File: src/rtl/pcpi_issue_ctrl.sv
`default_nettype none
// ============================================================================
// Module : pcpi_issue_ctrl
// Stand-alone PCPI initiator: issues one request bundle, tracks wait/timeout,
// and returns the result with a status code and a saturating latency.
// Rev    : 1.0  initial release
// ============================================================================
module pcpi_issue_ctrl #(
    parameter int TIMEOUT_CYCLES = 16,
    parameter bit ENABLE_RS3     = 1'b1
) (
    input  logic        clock,
    input  logic        reset,
    input  logic        req_valid,
    output logic        req_ready,
    input  logic [31:0] req_insn,
    input  logic [31:0] req_rs1,
    input  logic [31:0] req_rs2,
    input  logic [31:0] req_rs3,
    output logic        rsp_valid,
    input  logic        rsp_ready,
    output logic [31:0] rsp_rd,
    output logic        rsp_wr,
    output logic [1:0]  rsp_status,
    output logic [7:0]  rsp_latency,
    output logic        pcpi_valid,
    output logic [31:0] pcpi_insn,
    output logic [31:0] pcpi_rs1,
    output logic [31:0] pcpi_rs2,
    output logic [31:0] pcpi_rs3,
    input  logic        pcpi_wr,
    input  logic [31:0] pcpi_rd,
    input  logic        pcpi_wait,
    input  logic        pcpi_ready,
    output logic        proto_err
);

    localparam logic [1:0] c_IDLE     = 2'd0;
    localparam logic [1:0] c_ISSUE    = 2'd1;
    localparam logic [1:0] c_RESP     = 2'd2;
    localparam logic [1:0] c_ST_OK    = 2'b00;
    localparam logic [1:0] c_ST_TMO   = 2'b01;
    localparam logic [1:0] c_ST_PROTO = 2'b10;
    localparam logic [7:0] c_TMO_LAST = 8'(TIMEOUT_CYCLES - 1);

    logic [1:0]  state_q, state_d;
    logic        pcpi_valid_q, pcpi_valid_d;
    logic [7:0]  lat_q, lat_d;
    logic [7:0]  tmo_q, tmo_d;
    logic [31:0] rd_q, rd_d;
    logic        wr_q, wr_d;
    logic [1:0]  status_q, status_d;
    logic        proto_q, proto_d;
    logic [31:0] insn_q, rs1_q, rs2_q;
    logic        w_accept;

    assign w_accept = req_valid && (state_q == c_IDLE);

    // State register
    always_ff @(posedge clock) begin
        if (reset) begin
            state_q <= c_IDLE;
        end else begin
            state_q <= state_d;
        end
    end

    // Next-state and datapath next values
    always_comb begin
        state_d      = state_q;
        pcpi_valid_d = pcpi_valid_q;
        lat_d        = lat_q;
        tmo_d        = tmo_q;
        rd_d         = rd_q;
        wr_d         = wr_q;
        status_d     = status_q;
        // Any coprocessor handshake while no instruction is offered is a violation
        proto_d      = proto_q | (~pcpi_valid_q & (pcpi_ready | pcpi_wait | pcpi_wr));
        case (state_q)
            c_IDLE: begin
                if (req_valid) begin
                    state_d      = c_ISSUE;
                    pcpi_valid_d = 1'b1;
                    lat_d        = 8'd0;
                    tmo_d        = 8'd0;
                end
            end
            c_ISSUE: begin
                lat_d = (lat_q == 8'hFF) ? 8'hFF : lat_q + 8'd1;
                if (pcpi_ready) begin
                    rd_d         = pcpi_rd;
                    wr_d         = pcpi_wr;
                    status_d     = c_ST_OK;
                    pcpi_valid_d = 1'b0;
                    state_d      = c_RESP;
                end else if (pcpi_wr) begin
                    rd_d         = 32'd0;
                    wr_d         = 1'b0;
                    status_d     = c_ST_PROTO;
                    proto_d      = 1'b1;
                    pcpi_valid_d = 1'b0;
                    state_d      = c_RESP;
                end else if (pcpi_wait) begin
                    tmo_d = 8'd0;
                end else if (tmo_q == c_TMO_LAST) begin
                    rd_d         = 32'd0;
                    wr_d         = 1'b0;
                    status_d     = c_ST_TMO;
                    pcpi_valid_d = 1'b0;
                    state_d      = c_RESP;
                end else begin
                    tmo_d = tmo_q + 8'd1;
                end
            end
            c_RESP: begin
                if (rsp_ready) begin
                    state_d = c_IDLE;
                end
            end
            default: begin
                state_d = c_IDLE;
            end
        endcase
    end

    // Output decode
    always_comb begin
        req_ready = (state_q == c_IDLE);
        rsp_valid = (state_q == c_RESP);
    end

    always_ff @(posedge clock) begin
        if (reset) begin
            pcpi_valid_q <= 1'b0;
            lat_q        <= 8'd0;
            tmo_q        <= 8'd0;
            rd_q         <= 32'd0;
            wr_q         <= 1'b0;
            status_q     <= c_ST_OK;
            proto_q      <= 1'b0;
        end else begin
            pcpi_valid_q <= pcpi_valid_d;
            lat_q        <= lat_d;
            tmo_q        <= tmo_d;
            rd_q         <= rd_d;
            wr_q         <= wr_d;
            status_q     <= status_d;
            proto_q      <= proto_d;
        end
    end

    // Operands load only on acceptance, so they stay put through ISSUE and after
    always_ff @(posedge clock) begin
        if (reset) begin
            insn_q <= 32'd0;
            rs1_q  <= 32'd0;
            rs2_q  <= 32'd0;
        end else if (w_accept) begin
            insn_q <= req_insn;
            rs1_q  <= req_rs1;
            rs2_q  <= req_rs2;
        end
    end

    generate
        if (ENABLE_RS3) begin : g_rs3_on
            logic [31:0] rs3_q;
            always_ff @(posedge clock) begin
                if (reset) begin
                    rs3_q <= 32'd0;
                end else if (w_accept) begin
                    rs3_q <= req_rs3;
                end
            end
            assign pcpi_rs3 = rs3_q;
        end else begin : g_rs3_off
            assign pcpi_rs3 = 32'd0;
        end
    endgenerate

    assign pcpi_valid  = pcpi_valid_q;
    assign pcpi_insn   = insn_q;
    assign pcpi_rs1    = rs1_q;
    assign pcpi_rs2    = rs2_q;
    assign rsp_rd      = rd_q;
    assign rsp_wr      = wr_q;
    assign rsp_status  = status_q;
    assign rsp_latency = lat_q;
    assign proto_err   = proto_q;

endmodule
`default_nettype wire

File: config.mk
export PLATFORM = sky130hd
export DESIGN_NAME = pcpi_issue_ctrl
export DESIGN_NICKNAME = d
export VERILOG_FILES = /design/src/rtl/pcpi_issue_ctrl.sv
export SDC_FILE = /design/constraint.sdc
export NUM_CORES = 1
export LEC_CHECK = 0
export CAP_MARGIN = 20
export CORE_AREA = 2 2 133 135
export DETAILED_ROUTE_END_ITERATION = 7
export DIE_AREA = 0 0 135 137
export HOLD_SLACK_MARGIN = 0.15
export PLACE_DENSITY = 0.79
export SLEW_MARGIN = 0
export SYNTH_ARGS = -nofsm -noshare
export SYNTH_HDL_FRONTEND = slang
export SYNTH_SLANG_ARGS = --single-unit
File: constraint.sdc
create_clock -name clock -period 4.6 [get_ports clock]
set_input_delay 1.38 -clock clock [delete_from_list [all_inputs] [get_ports clock]]
set_output_delay 1.38 -clock clock [all_outputs]
set_load 0.03 [all_outputs]
==> metrics.log, run 1 <==
INFO  metric synth_area_per_cell = 8.06 µm²
INFO  metric setup_viol = 0
INFO  metric critical_path.max_fanout = 11
INFO  metric synth_edf_count = 0
INFO  metric hold_path_class = reg -> reg
INFO  metric path_class = reg -> out
INFO  metric ios = 342
INFO  metric regToRegEndpoint = tmo_q[7]
INFO  metric post_cts_resize_count = 0
INFO  metric final.fill_count = 1518
INFO  metric total_power = 3.94 mW
INFO  metric detailroute.via_count = 6914
INFO  metric finalClockSkew = 9.17 ps
INFO  metric netlist_top_cells_area = sky130_fd_sc_hd__dfxtp_1 (54%), sky130_fd_sc_hd__nand2_1 (14%), sky130_fd_sc_hd__a21oi_1 (13%)
INFO  metric timing.final.crit_share = 0.722
INFO  metric ff2ff_setup_slack = 2310 ps
INFO  metric worstReg2RegStart = state_q[0]
INFO  metric endpoint_kind = primary output
INFO  metric synthDistinctLibCells = 43
INFO  metric grt.overflow.total = 0
INFO  metric syn2layout_area_growth = 59.7%
INFO  metric synth.yosys.seq_area_share = 0.536
INFO  metric root_buffer = sky130_fd_sc_hd__clkbuf_16
INFO  metric cap_violations = 0
INFO  metric final.setup.tns = 0 ps
INFO  metric ys_async_sr_fraction = 0
INFO  metric fmax = 301 MHz
INFO  metric finish.net_count = 1316
INFO  metric yosys_register_bits = 183
INFO  metric unrepaired_setup_endpoints_after_global_routing = false
INFO  metric antenna_violations_before_repair = 0
INFO  metric yosys_most_used_dff = sky130_fd_sc_hd__dfxtp_1
INFO  metric finalCriticalPeriod = 3320 ps
INFO  metric die_area = 18500 µm²
INFO  metric drv_slew = 0
INFO  metric area_of_combinational_cells_with_multiple_inputs = 2870 µm²
INFO  metric synth_fp_nets = 1018
INFO  metric hold_start = pcpi_rs2[29]
INFO  metric min_delay_path_depth = 2
INFO  metric first_pass_iters = 5
INFO  metric cts.sinks = 183
INFO  metric whs_endpoint = pcpi_rs2[29]
INFO  metric detail-route-antenna-nets = 0
INFO  metric synthMostInstantiatedCell = sky130_fd_sc_hd__nand2_1
INFO  metric post_cts_buffers = 0
INFO  metric post-synth-top-area-cell = sky130_fd_sc_hd__dfxtp_1
INFO  metric grt_pass1_vias = 6492
INFO  metric post_synth_most_frequent_cells = sky130_fd_sc_hd__nand2_1 (264), sky130_fd_sc_hd__dfxtp_1 (183), sky130_fd_sc_hd__a21oi_1 (173)
INFO  metric dpl.hpwl = 14.4 mm
INFO  metric die_x = 135 µm
INFO  metric r2r.worst_path.cells = 4
INFO  metric detail_route.wl_per_cell = 15.2 µm
INFO  metric timing.critical_path.arrival = 1940 ps
INFO  metric cts.htree.levels = 4
INFO  metric worstSetupStartpointType = register
INFO  metric globalplace.congestion = 0.811
INFO  metric drcViolationCount = 0
INFO  metric worst_supply_voltage_drop_on_vdd = 258 µV
INFO  metric vias_per_cell = 4.99
INFO  metric required = 3220 ps
INFO  metric floorplan.initialDensity = 0.401
INFO  metric worstMarginPinSlew = 1030 ps
INFO  metric relSlewSlack = 0.316
INFO  metric met2_usage = 0.362
INFO  metric count_of_yosys_warnings_during_synthesis = 0
INFO  metric grt_max_degree = 134
INFO  metric leakage_power_of_the_design = 3.91 nW
INFO  metric synth_top_area_share = 0.536
INFO  metric final_layout_size_suffix_gt1_frac = 0.0560
INFO  metric number_of_diodes = 0
INFO  metric result_of_the_run = finished clean
INFO  metric fp.coreArea = 17100 µm²
INFO  metric worstSkewPairLatency = 430 ps
INFO  metric busiest_layer = met2
INFO  metric tritoncts.num_buffers = 17
INFO  metric seqCellArea = 3660 µm²
INFO  metric portBuffers = 341
INFO  metric groute.usage.overall = 0.219
INFO  metric final_hold_viol_count = 0
INFO  metric tritoncts_clock_tree = done
INFO  metric floorplan.rows = 48
INFO  metric grt_use_met3 = 0.0859
INFO  metric first_pass_grt_wire_length = 32.5 mm
INFO  metric detail_route.wirelength = 21.1 mm
INFO  metric post_synth_inst_count = 849
INFO  metric die_h = 137 µm
INFO  metric ctsHoldBuffers = 0
INFO  metric groute.layer.met1.usage = 0.258
INFO  metric syn_area = 6840 µm²
INFO  metric power_density = 361 nW/µm²
INFO  metric number_of_drc_violations_after_detailed_routing_iteration_0 = 361
INFO  metric cts_buffer_depth = 2
INFO  metric clkSlewWorstSetupHoldPaths = 70 ps
## worst max-delay path, cell delays in order, from the launching register on
cell and delay, ps:
sky130_fd_sc_hd__dfxtp_1 610, sky130_fd_sc_hd__nor2b_1 220, sky130_fd_sc_hd__clkdlybuf4s50_1 690
## layout make-up
type,count,share of cell area
Timing Repair Buffer,347,0.321
Multi-Input combinational cell,594,0.263
Sequential cell,183,0.335
Inverter,4,0.00137
Clock buffer,17,0.0389
Clock inverter,15,0.0147
Tap cell,225,0.0258
## cells in the final DEF (no fill, tap or decap), types with 7 or more instances in the layout
cell type	count
sky130_fd_sc_hd__o21ai_0	10
sky130_fd_sc_hd__nand2_1	264
sky130_fd_sc_hd__nor3_1	7
sky130_fd_sc_hd__clkbuf_16	17
sky130_fd_sc_hd__o21ai_1	16
sky130_fd_sc_hd__nor2_1	15
sky130_fd_sc_hd__dfxtp_1	183
sky130_fd_sc_hd__nand3_1	42
sky130_fd_sc_hd__a21oi_1	173
sky130_fd_sc_hd__clkdlybuf4s50_1	340
sky130_fd_sc_hd__o21ai_2	14
## where the power goes
part           leakage [nW]  total (mW)  internal [mW]  switching [mW]
registers              1.50        1.72           1.67          0.0488
clock network         0.291        1.45          0.772           0.682
logic                  2.12       0.769          0.344           0.424
total                  3.91        3.94           2.79            1.16
## logic make-up after synthesis
| kind of cell | synth area share |
|---|---|
| AO/OA/AOI/OAI | 0.196 |
| AND/OR/NAND/NOR | 0.215 |
| buffers and inverters | 0.0466 |
| multiplexers | 0.00329 |
| adder cells (fa/ha/maj) | 0.00366 |
| flip-flops | 0.536 |
## how the worst max path moves through the flow
stage	startpoint	endpoint	cells after the start
6_report	state_q[1]	rsp_valid	2
5_1_grt	state_q[1]	rsp_valid	2
4_1_cts	state_q[1]	rsp_valid	2
3_5_place_dp	req_valid	pcpi_rs1[8]	5
3_3_place_gp	req_valid	pcpi_rs3[17]	5
2_1_floorplan	req_valid	pcpi_rs2[0]	6
## sequential cells by signal, summed over array words and instances (netlist names)
register     flops
pcpi_insn       32
pcpi_rs1        32
pcpi_rs2        32
pcpi_rs3        32
pcpi_valid       1
proto_err        1
rsp_latency      8
rsp_rd          32
rsp_status       2
rsp_wr           1
state_q          2
tmo_q            8
## stage by stage
step	area, µm²	std cells	worst slack, ps	utilization	hold slack, ps
after floorplan	6840	849	2000	-	474
after global placement	10300	1353	1200	0.606	440
after detailed placement	10300	1353	1170	0.606	446
after CTS	10900	1385	1270	0.641	456
after global routing	10900	1385	1190	0.641	470
final	10900	1385	1280	0.641	453
## layer usage
metal | vias to the layer above | wire [µm]
li1 | 3454 | -
met1 | 3156 | 8440
met2 | 271 | 10200
met3 | 33 | 2030
met4 | 0 | 476
met5 | - | 0
(Power assumes the default switching activity.)
==> inputs of run 2 (changes only) <==
- CORE_AREA: 2 2 133 135 -> default
- CORE_MARGIN: default -> 2
- CORE_UTILIZATION: default -> 36
- DIE_AREA: 0 0 135 137 -> default
- PLACE_DENSITY: 0.79 -> 0.75
- clock period: 4.6 -> 2.85 ns (I/O delays scaled with it)
==> metrics.log, run 2 (same netlist as run 1, synthesis figures left out) <==
INFO  metric result_of_the_run = finished clean
INFO  metric seqCellArea = 3660 µm²
INFO  metric final.fill_count = 1693
INFO  metric grt.overflow.total = 0
INFO  metric cts.sinks = 183
INFO  metric worstPathCellList = nor2b_1 -> clkdlybuf4s50_1
INFO  metric timing.critical_path.arrival = 1790 ps
INFO  metric timing.final.crit_share = 0.928
INFO  metric relSlewSlack = 0.528
INFO  metric fmax = 378 MHz
INFO  metric syn2layout_area_growth = 61.6%
INFO  metric worstSkewPairLatency = 420 ps
INFO  metric ios = 342
INFO  metric crit_family = buffers and inverters
INFO  metric area_of_combinational_cells_with_multiple_inputs = 2870 µm²
INFO  metric worstMarginPinSlew = 708 ps
INFO  metric floorplan.rows = 50
INFO  metric finalCriticalPeriod = 2650 ps
INFO  metric final_hold_viol_count = 0
INFO  metric endpoint_kind = primary output
INFO  metric drv_slew = 0
INFO  metric required = 2000 ps
INFO  metric unrepaired_setup_endpoints_after_global_routing = false
INFO  metric regToRegEndpoint = rsp_rd[0]
INFO  metric worstPathBufferInverterCount = 1
INFO  metric number_of_drc_violations_after_detailed_routing_iteration_0 = 311
INFO  metric grt_use_met3 = 0.0641
INFO  metric groute.layer.met1.usage = 0.245
INFO  metric vias_per_cell = 4.99
INFO  metric cp_slowest_cell = sky130_fd_sc_hd__clkdlybuf4s50_1
INFO  metric hold_start = pcpi_rs1[6]
INFO  metric worstSetupStartpointType = register
INFO  metric finish.net_count = 1325
INFO  metric detail-route-antenna-nets = 0
INFO  metric final_core_utilization = 0.591
INFO  metric total_power = 6.50 mW
INFO  metric worst_supply_voltage_drop_on_vdd = 421 µV
INFO  metric worstReg2RegStart = tmo_q[4]
INFO  metric setup_viol = 0
INFO  metric die_h = 142 µm
INFO  metric grt_pass1_vias = 6557
INFO  metric die_area = 20100 µm²
INFO  metric detail_route.wl_per_cell = 15.1 µm
INFO  metric critical_path.max_fanout = 11
INFO  metric crit_path_max_incr_delay = 740 ps
INFO  metric leakage_power_of_the_design = 3.96 nW
INFO  metric worst_hold_slack = 453 ps
INFO  metric leading_cell_types_in_the_layout_fill_and_taps_excluded = sky130_fd_sc_hd__clkdlybuf4s50_1 (340), sky130_fd_sc_hd__nand2_1 (264), sky130_fd_sc_hd__dfxtp_1 (182), sky130_fd_sc_hd__a21oi_1 (173), sky130_fd_sc_hd__nand3_1 (42)
INFO  metric groute.usage.overall = 0.203
INFO  metric root_buffer = sky130_fd_sc_hd__clkbuf_16
INFO  metric clkSlewWorstSetupHoldPaths = 70 ps
INFO  metric power_density = 588 nW/µm²
INFO  metric met2_usage = 0.331
INFO  metric mostFrequentLayoutCell = sky130_fd_sc_hd__clkdlybuf4s50_1
INFO  metric ff2ff_setup_slack = 880 ps
INFO  metric whs_endpoint = pcpi_rs1[6]
INFO  metric detailroute.via_count = 6997
INFO  metric cts_buffer_depth = 2
INFO  metric first_pass_iters = 5
INFO  metric finalClockSkew = 9.77 ps
INFO  metric min_delay_path_depth = 2
INFO  metric cts.htree.levels = 4
INFO  metric number_of_diodes = 0
INFO  metric floorplan.initialDensity = 0.366
INFO  metric busiest_layer = met2
INFO  metric grt_max_degree = 83
INFO  metric cap_violations = 0
INFO  metric path_class = reg -> out
INFO  metric globalplace.congestion = 0.799
INFO  metric first_pass_grt_wire_length = 32.8 mm
INFO  metric final_layout_size_suffix_gt1_frac = 0.0624
INFO  metric final.setup.tns = 0 ps
INFO  metric portBuffers = 341
INFO  metric drcViolationCount = 0
INFO  metric tritoncts.num_buffers = 17
INFO  metric tritoncts_clock_tree = done
INFO  metric r2r.worst_path.cells = 5
INFO  metric detail_route.wirelength = 21.2 mm
INFO  metric hold_path_class = reg -> reg
INFO  metric antenna_violations_before_repair = 0
INFO  metric dpl.hpwl = 14.8 mm
INFO  metric die_x = 142 µm
INFO  metric fp.coreArea = 18700 µm²
run 2: area by class of cell:
class                      instances  area share
clock buffer                      21      0.0417
clock inverter                    11      0.0147
inverter                           4     0.00136
multi-input combinational        594       0.260
sequential                       183       0.332
tap                              234      0.0265
timing repair buffer             356       0.324
run 2: per-layer routing:
| layer | routed length, µm | share of wire |
|---|---|---|
| met5 | 0 | 0 |
| met4 | 710 | 0.034 |
| met3 | 1630 | 0.077 |
| met2 | 10100 | 0.48 |
| met1 | 8710 | 0.41 |
run 2: where the power goes:
group | switching [mW] | internal, mW
clock network | 1.02 | 1.45
registers | 0.0774 | 2.70
logic | 0.690 | 0.567
run 2: worst max-delay path by stage:
stage	endpoint	from	depth (start not counted)
finish	rsp_valid	state_q[1]	2
global route	rsp_valid	state_q[1]	2
CTS	rsp_valid	state_q[1]	2
detailed placement	rsp_rd[19]	pcpi_wr	6
global placement	rsp_rd[0]	pcpi_wr	6
floorplan	pcpi_rs2[0]	req_valid	6
run 2: worst register-to-register path, cell delays in order (launching register included):
cell                      delay, ps
sky130_fd_sc_hd__dfxtp_1        360
sky130_fd_sc_hd__or4_4          590
sky130_fd_sc_hd__o31a_4         480
sky130_fd_sc_hd__buf_12         210
sky130_fd_sc_hd__o21ai_0        150
sky130_fd_sc_hd__a21oi_1         80
run 2: stage by stage:
step	cells	setup slack, ps	area, µm²
global placement	1371	368	10400
global route	1403	112	11100
CTS	1403	49.2	11100
finish	1403	204	11100
floorplan	849	778	6840
detailed placement	1371	333	10400
run 2: what timing repair did:
item,in CTS,in global routing
setup buffers,0,0
gates resized for setup,0,1
endpoints found under the setup margin,0,1
hold endpoints to repair,0,0
hold buffers,0,0
==> inputs of run 3 (changes only) <==
- MAX_ROUTING_LAYER: default -> met4
- RECOVER_POWER: default -> 50
- SLEW_MARGIN: 0 -> 10
==> metrics.log, run 3 (same netlist as run 1, synthesis figures left out) <==
INFO  metric result_of_the_run = finished clean
INFO  metric net-switching-power = 1.79 mW
INFO  metric root_buffer = sky130_fd_sc_hd__clkbuf_16
INFO  metric drcViolationCount = 0
INFO  metric total_power = 6.49 mW
INFO  metric final.setup.tns = 0 ps
INFO  metric floorplan.rows = 50
INFO  metric path_class = reg -> out
INFO  metric dpl.hpwl = 14.8 mm
INFO  metric syn2layout_area_growth = 60.5%
INFO  metric globalplace.congestion = 0.810
INFO  metric netSwitchingFraction = 0.275
INFO  metric power_report.internal_total = 4.70 mW
INFO  metric power_density = 591 nW/µm²
INFO  metric crit_path_max_incr_delay = 740 ps
INFO  metric groute.usage.overall = 0.209
INFO  metric timing.final.crit_share = 0.922
INFO  metric fmax = 380 MHz
INFO  metric drv_slew = 0
INFO  metric final_worst_path_setup_slack = 221 ps
INFO  metric worstPathCellList = nor2b_1 -> clkdlybuf4s50_1
INFO  metric detail_route.wirelength = 21.2 mm
INFO  metric die_x = 142 µm
INFO  metric endpoint_kind = primary output
INFO  metric relSlewSlack = 0.232
INFO  metric grt_pass1_vias = 6568
INFO  metric final_core_utilization = 0.587
INFO  metric ios = 342
INFO  metric worstPathBufferInverterCount = 1
INFO  metric leakage_power_of_the_design = 3.93 nW
INFO  metric grt_max_degree = 83
INFO  metric number_of_drc_violations_after_detailed_routing_iteration_0 = 324
INFO  metric hold_path_class = reg -> reg
INFO  metric finalClockSkew = 11.3 ps
INFO  metric portBuffers = 341
INFO  metric antenna_violations_before_repair = 0
INFO  metric final_layout_size_suffix_gt1_frac = 0.0522
INFO  metric unrepaired_setup_endpoints_after_global_routing = false
INFO  metric final.fill_count = 1713
INFO  metric die_h = 142 µm
INFO  metric tritoncts_clock_tree = done
INFO  metric detailroute.via_count = 6955
INFO  metric crit_family = buffers and inverters
INFO  metric clock_power_share = 0.381
INFO  metric fp.coreArea = 18700 µm²
INFO  metric floorplan.initialDensity = 0.366
INFO  metric finalCriticalPeriod = 2630 ps
INFO  metric first_pass_grt_wire_length = 32.8 mm
INFO  metric required = 2000 ps
INFO  metric seq_power_share = 0.428
INFO  metric cts.htree.levels = 4
INFO  metric combPwrFrac = 0.191
INFO  metric clkSlewWorstSetupHoldPaths = 70 ps
INFO  metric vias_per_cell = 4.95
INFO  metric die_area = 20100 µm²
INFO  metric grt.overflow.total = 0
INFO  metric first_pass_iters = 4
INFO  metric cts.sinks = 183
INFO  metric placement.setup.worst_slack = 333 ps
INFO  metric cp_slowest_cell = sky130_fd_sc_hd__clkdlybuf4s50_1
INFO  metric detail_route.wl_per_cell = 15.1 µm
INFO  metric place_area = 10400 µm²
INFO  metric worstSetupStartpointType = register
INFO  metric leading_cell_types_in_the_layout_fill_and_taps_excluded = sky130_fd_sc_hd__clkdlybuf4s50_1 (337), sky130_fd_sc_hd__nand2_1 (264), sky130_fd_sc_hd__dfxtp_1 (182), sky130_fd_sc_hd__a21oi_1 (173), sky130_fd_sc_hd__nand3_1 (42)
INFO  metric setup_viol = 0
INFO  metric worst_supply_voltage_drop_on_vdd = 422 µV
INFO  metric worstSkewPairLatency = 420 ps
INFO  metric detail-route-antenna-nets = 0
INFO  metric post_cts_buffers = 0
INFO  metric finish.net_count = 1325
INFO  metric timing.critical_path.arrival = 1770 ps
INFO  metric critical_path.max_fanout = 12
INFO  metric mostFrequentLayoutCell = sky130_fd_sc_hd__clkdlybuf4s50_1
INFO  metric final_hold_viol_count = 0
INFO  metric worstMarginPinSlew = 1150 ps
INFO  metric tritoncts.num_buffers = 17
INFO  metric cap_violations = 0
INFO  metric cts_buffer_depth = 2
INFO  metric postLayoutCellArea = 11000 µm²
## run 3: cell count changes in the layout (fill, tap and decap cells not counted), sizes merged
cell and delta:
buf -4, clkbuf +4, clkdlybuf4s50 -3, diode +1, dlygate4sd3 +3
## run 3: path summary, 6_finish.rpt
path	startpoint	to	slack [ps]	depth (start not counted)
worst max-delay path	state_q[0]	rsp_valid	220	2
worst max register to register	state_q[0]	rsp_rd[19]	350	4
worst min-delay path	pcpi_rs1[6]	pcpi_rs1[6]	450	2
worst min register to register	pcpi_rs1[6]	pcpi_rs1[6]	450	2
## run 3: layout make-up
cell class | count | area, µm² | share of cell area
clock buffer | 21 | 460 | 0.0420
multi-input combinational | 594 | 2830 | 0.258
clock inverter | 11 | 163 | 0.0148
tap | 234 | 293 | 0.0267
timing repair buffer | 356 | 3550 | 0.323
sequential | 183 | 3660 | 0.334
antenna | 1 | 2.50 | 0.000228
inverter | 4 | 15.0 | 0.00137
## run 3: layer usage
layer / GRT usage / vias to the layer above / part of all wire
li1: - / 3464 / -
met1: 0.254 / 3188 / 0.43
met2: 0.330 / 259 / 0.47
met3: 0.0510 / 44 / 0.061
met4: 0.0932 / 0 / 0.033
met5: - / - / 0
## run 3: tightest hold or removal path, cell delays in order, from the launching register on
cell and delay (ps):
sky130_fd_sc_hd__dfxtp_1 310, sky130_fd_sc_hd__nand2_1 50, sky130_fd_sc_hd__a21oi_1 50
## run 3: power groups by stage
stage	logic, mW	registers, mW	clock network (mW)
finish	1.24	2.78	2.47
global route	1.33	2.79	2.64
CTS	1.27	2.78	2.54
detailed placement	1.26	2.84	0
global placement	1.25	2.83	0
floorplan	0.363	3.10	0
## run 3: stage by stage
stage	cells	hold slack (ps)
3_5_place_dp	1371	446
5_1_grt	1403	468
3_3_place_gp	1371	440
6_report	1404	453
2_1_floorplan	849	474
4_1_cts	1403	455
## run 3: what timing repair did
action,4_1_cts,5_1_grt
hold endpoints to repair,0,0
gates resized for setup,0,1
setup endpoints to repair,0,1
hold buffers,0,0
